===== src/rtl/spi_initiator.sv =====
// Initiator for the single-wire serial memory link: serialises host requests and
// captures read replies. Define SPI_INIT_CS_EN to add a frame-enclosing cs_n output.
module spi_initiator #(
    parameter int unsigned ADDR_W = 5,
    parameter int unsigned DATA_W = 16,
    parameter int unsigned RD_LAT = 1
) (
    input  logic              clk,
    input  logic              rst_n,
    input  logic              req_valid,
    output logic              req_ready,
    input  logic              req_we,
    input  logic [ADDR_W-1:0] req_addr,
    input  logic [DATA_W-1:0] req_wdata,
    output logic              sout,
    input  logic              sin,
    output logic              busy,
    output logic              resp_valid,
    output logic [DATA_W-1:0] resp_rdata
`ifdef SPI_INIT_CS_EN
    ,
    output logic              cs_n
`endif
);

    localparam int unsigned FRAME_W  = ADDR_W + DATA_W + 4;
    localparam int unsigned WR_END   = FRAME_W - 1;
    localparam int unsigned RD_END   = WR_END + RD_LAT;
    localparam int unsigned CNT_W    = $clog2(WR_END + 4);
    localparam int unsigned CMD_POS  = ADDR_W;
    localparam int unsigned TURN_END = ADDR_W + 2;
    localparam int unsigned DATA_BEG = ADDR_W + 3;
    localparam int unsigned DATA_END = ADDR_W + 2 + DATA_W;
    localparam int unsigned SMP_BEG  = DATA_BEG + RD_LAT;
    localparam int unsigned SMP_END  = DATA_END + RD_LAT;

    typedef enum logic [2:0] {
        S_IDLE,
        S_ADDR,
        S_CMD,
        S_TURN,
        S_DATA,
        S_TAIL
    } state_t;

    state_t             r_state;
    state_t             w_state_nxt;
    logic [CNT_W-1:0]   r_cnt;
    logic [CNT_W-1:0]   w_cnt_nxt;
    logic [CNT_W-1:0]   w_last;
    logic               w_accept;
    logic               w_done;
    logic               w_sample;
    logic [DATA_W-1:0]  w_wdata_ld;

    logic [FRAME_W-1:0] r_frame;
    logic               r_we;
    logic [DATA_W-1:0]  r_shift;
    logic               r_busy;
    logic               r_ready;
    logic               r_resp_valid;
    logic [DATA_W-1:0]  r_resp_rdata;
`ifdef SPI_INIT_CS_EN
    logic               r_cs_n;
`endif

    // Reads hold TAIL for RD_LAT extra slots so the last delayed bit can land.
    assign w_last     = r_we ? CNT_W'(WR_END) : CNT_W'(RD_END);
    assign w_wdata_ld = req_we ? req_wdata : DATA_W'(0);
    assign w_sample   = (r_state != S_IDLE) && !r_we &&
                        (r_cnt >= CNT_W'(SMP_BEG)) && (r_cnt <= CNT_W'(SMP_END));

    always_ff @(posedge clk or negedge rst_n) begin
        if (!rst_n) begin
            r_state <= S_IDLE;
            r_cnt   <= '0;
        end else begin
            r_state <= w_state_nxt;
            r_cnt   <= w_cnt_nxt;
        end
    end

    always_comb begin
        w_state_nxt = r_state;
        w_cnt_nxt   = r_cnt;
        w_accept    = 1'b0;
        w_done      = 1'b0;
        case (r_state)
            S_IDLE: begin
                w_cnt_nxt = '0;
                if (req_valid) begin
                    w_accept    = 1'b1;
                    w_state_nxt = S_ADDR;
                end
            end
            default: begin
                if ((r_state == S_TAIL) && (r_cnt == w_last)) begin
                    w_state_nxt = S_IDLE;
                    w_cnt_nxt   = '0;
                    w_done      = 1'b1;
                end else begin
                    w_cnt_nxt = r_cnt + CNT_W'(1);
                    if (w_cnt_nxt < CNT_W'(CMD_POS)) begin
                        w_state_nxt = S_ADDR;
                    end else if (w_cnt_nxt == CNT_W'(CMD_POS)) begin
                        w_state_nxt = S_CMD;
                    end else if (w_cnt_nxt <= CNT_W'(TURN_END)) begin
                        w_state_nxt = S_TURN;
                    end else if (w_cnt_nxt <= CNT_W'(DATA_END)) begin
                        w_state_nxt = S_DATA;
                    end else begin
                        w_state_nxt = S_TAIL;
                    end
                end
            end
        endcase
    end

    // Whole frame image is loaded at acceptance and shifted out MSB first; zeros fill behind.
    always_ff @(posedge clk or negedge rst_n) begin
        if (!rst_n) begin
            r_frame      <= '0;
            r_we         <= 1'b0;
            r_shift      <= '0;
            r_busy       <= 1'b0;
            r_ready      <= 1'b1;
            r_resp_valid <= 1'b0;
            r_resp_rdata <= '0;
`ifdef SPI_INIT_CS_EN
            r_cs_n       <= 1'b1;
`endif
        end else begin
            r_busy       <= (w_state_nxt != S_IDLE);
            r_ready      <= (w_state_nxt == S_IDLE);
            r_resp_valid <= w_done && !r_we;
`ifdef SPI_INIT_CS_EN
            r_cs_n       <= (w_state_nxt == S_IDLE);
`endif
            if (w_accept) begin
                r_we    <= req_we;
                r_frame <= {req_addr, req_we, 2'b00, w_wdata_ld, 1'b0};
            end else if (r_state != S_IDLE) begin
                r_frame <= {r_frame[FRAME_W-2:0], 1'b0};
            end
            if (w_sample) begin
                r_shift <= {r_shift[DATA_W-2:0], sin};
            end
            if (w_done && !r_we) begin
                r_resp_rdata <= r_shift;
            end
        end
    end

    assign sout       = r_frame[FRAME_W-1];
    assign busy       = r_busy;
    assign req_ready  = r_ready;
    assign resp_valid = r_resp_valid;
    assign resp_rdata = r_resp_rdata;
`ifdef SPI_INIT_CS_EN
    assign cs_n       = r_cs_n;
`endif

endmodule


===== config.mk =====
export PLATFORM = sky130hd
export DESIGN_NAME = spi_initiator
export DESIGN_NICKNAME = d
export VERILOG_FILES = /design/src/rtl/spi_initiator.sv
export SDC_FILE = /design/constraint.sdc
export NUM_CORES = 1
export LEC_CHECK = 0
export BUFFER_PORTS_ARGS = -buffer_cell sky130_fd_sc_hd__clkbuf_2
export CAP_MARGIN = 15
export CORE_MARGIN = 2
export CORE_UTILIZATION = 60
export DETAILED_ROUTE_END_ITERATION = 8
export GPL_ROUTABILITY_DRIVEN = 0
export PLACE_DENSITY = 0.93
export SYNTH_ARGS = -nofsm -noshare
export SYNTH_HDL_FRONTEND = slang
export SYNTH_SLANG_ARGS = --single-unit

===== constraint.sdc =====
create_clock -name clk -period 5.03 [get_ports clk]
set_input_delay 0.503 -clock clk [delete_from_list [all_inputs] [get_ports clk]]
set_output_delay 0.503 -clock clk [all_outputs]
set_load 0.01 [all_outputs]

==> impl_metrics.toml <==
[yosys]
seq_area_frac_synth_pct = 54.7
synth-edff-count = 0
ys_warn_count = 0
avgSynthCellArea_um2 = 12.7
synth_top_area_share_pct = 53.8
synth_cells = 246
synth-seq-cells = 68
synth_fa_ha_area_share_pct = 1.61
synthTopCellsByArea = "dfrtp_1, mux2_4, nor2_1"
async_flop_share_pct = 100
yosys.area_share.simple_pct = 11.1
synth_area_mm2 = 0.00312
synth-compound-area-share_pct = 10.7
synth.largest_area_cell = "dfrtp_1"
synth_xor_xnor_area_share_pct = 1.41
synth_top_family_by_area = "multiplexers"
synth_nets = 276
yosys.cell_types.count = 49
ys.flop_type = "dfrtp_1"
synth.area.mux_share_pct = 16.1

[critical_path]
crit_fanout = 16
arrival_ps = 2590
start_kind = "flop"
r2r_start = "r_cnt[0]$_DFF_PN0_"
cp-end-kind = "flop"
critPathRequiredTime_ps = 5260
timing_worst_setup_path_type = "flop to flop"
startpoint = "r_cnt[0]$_DFF_PN0_"

[layout]
antenna_cells = 0
fin_nets = 318
drive_gt1_share_pct = 34.8
area_growth_syn_to_layout_pct = 13.7
final_cells = 363

[global_route]
grt_usage_pct = 21.0
grt_pass1_vias = 2025
grt_max_degree = 69
grt_pass1_wl_mm = 9.60
antenna_found_initial = 0
overflow = 0

[drt]
num_vias = 2043
dr.pass1.iters = 4
antenna_left = 0
wl_per_cell_um = 15.7
vias_per_cell = 5.63
drcViolationCount = 0
wl_mm = 5.69
drt_iter0_drc = 147

[clock_tree]
insertion_delay_ps = 350
h-tree-depth = 3
cts_made_buffers = 9
cts_resized = 0
cts_tree = "done"
ctsHoldBuffers = 0
postCtsSetupBuffers = 0
cts_sinks = 68
clk_pin_slew_worst_paths_ps = 70
root_buffer = "clkbuf_8"
cts_buffer_depth = 2

[power_and_ir_drop]
ir_drop_uv = 224
p_sw_share_pct = 34.3
clock_power_share_pct = 23.9
p_sw_w = 0.000710
pwr_density_cell_mw_per_mm2 = 584
pwr-share-comb_pct = 30.6
p_total_w = 0.00207
leakage_nw = 1.74
p_int_w = 0.00136
power_frac_seq_pct = 45.5

[placement]
dp_cells = 347
hpwl_mm = 3.70
dpl_worst_slack_ps = 2700
numPortBuffers = 45

[die]
start_util_pct = 61.4
core_area_mm2 = 0.00507
die_y_um = 76.1
io_pins = 46
fp-row-count = 26
die-area_mm2 = 0.00579
chipWidth_um = 76.1

[sta]
min_period_over_period_pct = 46.9
maxSlewHeadroom_pct = 30.4
fmax_mhz = 424
layout_setup_ws_ps = 2670
finClkSkew_ps = 8.73
setup_tns_ps = 0
min_period_ps = 2360
hold_viol = 0
setup_viol = 0
rsz0062_at_grt = "false"
whs_ps = 337
slew_violations = 0
tightest_slew_ps = 1040

[job]
maxCapViolCount = 0

[worst_hold_path]
hold_path_class = "input pin to async pin"

[outcome]
status = "completed"
[sequential cells by signal, indices dropped and copies added (netlist names)]
name,flops
r_state,3
r_shift,16
resp_valid,1
req_ready,1
busy,1
r_we,1
resp_rdata,16
r_cnt,5
r_frame,24
[worst paths after layout]
path	slack, ps	cells past startpoint	endpoint
hold reg to reg	480	2	r_frame[17]$_DFFE_PN0P_
setup / recovery	2670	6	r_shift[6]$_DFFE_PN0P_
max in group asynchronous	4160	2	resp_rdata[8]$_DFFE_PN0P_
hold / removal	340	2	r_frame[23]$_DFFE_PN0P_
min in group clk	390	2	r_shift[0]$_DFFE_PN0P_
setup reg to reg	2670	6	r_shift[6]$_DFFE_PN0P_
[logic make-up (layout without fill, tap and decap cells)]
kind of cell	count (synthesis)	count (layout)
multiplexers	39	39
adder cells (fa/ha/maj)	4	4
buffers and inverters	20	67
flip-flops	68	68
AO/OA/AOI/OAI	41	41
AND/OR/NAND/NOR	69	69
XOR/XNOR	5	5
[cell usage after synthesis, types with 4 or more instances]
cell	instances
a221oi_1	15
clkbuf_1	7
dfrtp_1	67
ha_1	4
mux2_1	6
mux2_2	8
mux2_4	19
mux2i_1	6
nand2_1	11
nor2_1	40
o21ai_0	7
[worst max-delay path, cell delays in order, from the launching register on]
cell and delay (ps):
dfrtp_1 630, inv_2 130, ha_1 280, nand2b_1 100
a21boi_1 110, o21ai_4 590, mux2_1 400
[cell type report]
class / instances / area (um2)
Inverter: 5 / 18.8
Sequential cell: 68 / 1700
Clock buffer: 10 / 138
Clock inverter: 6 / 87.6
Tap cell: 70 / 87.6
Fill cell: 351 / 1530
Multi-Input combinational cell: 158 / 1280
Timing Repair Buffer: 46 / 233
[power by group through the flow]
stage / Combinational, W / Clock, W / Sequential [W]
global route: 0.000701 / 0.000528 / 0.000968
global placement: 0.000596 / 0 / 0.000931
CTS: 0.000636 / 0.000503 / 0.000938
detailed placement: 0.000632 / 0 / 0.000944
floorplan: 0.000543 / 0 / 0.000884
finish: 0.000633 / 0.000495 / 0.000941
[stage by stage]
step                      instance area, um2  util, %
after CTS                               3540     69.8
after floorplan                         3120        -
after detailed placement                3320     65.4
after global routing                    3540     69.8
final                                   3540     69.8
after global placement                  3320     65.4
[cells in the final DEF (no fill, tap or decap), types with 2 or more instances in the layout]
cell	synthesis	routed
nor3_2	2	2
a31oi_1	3	3
mux2_4	19	19
mux2_2	8	8
o31ai_1	2	2
mux2i_1	6	6
a221oi_1	15	15
nand3_1	2	2
nor2_1	40	40
and2_1	2	2
inv_1	3	3
bufinv_16	0	2
mux2_1	6	6
xnor2_1	3	3
ha_1	4	4
clkinvlp_4	0	3
a21oi_1	2	2
nand2_1	11	11
o21ai_0	7	7
dfrtp_1	67	67
clkbuf_8	2	10
o21bai_1	2	2
xor2_1	2	2
clkbuf_2	0	44
nor2_2	2	2
[layer usage]
layer  GRT usage (%)  share of wire [%]  up-vias
li1                -                  -      962
met1            27.8                 42     1019
met2            32.1                 51       51
met3            6.40                4.8       11
met4            9.82                2.0        0
met5               0                  0        -
No activity file was read; power rests on OpenSTA's default activity.
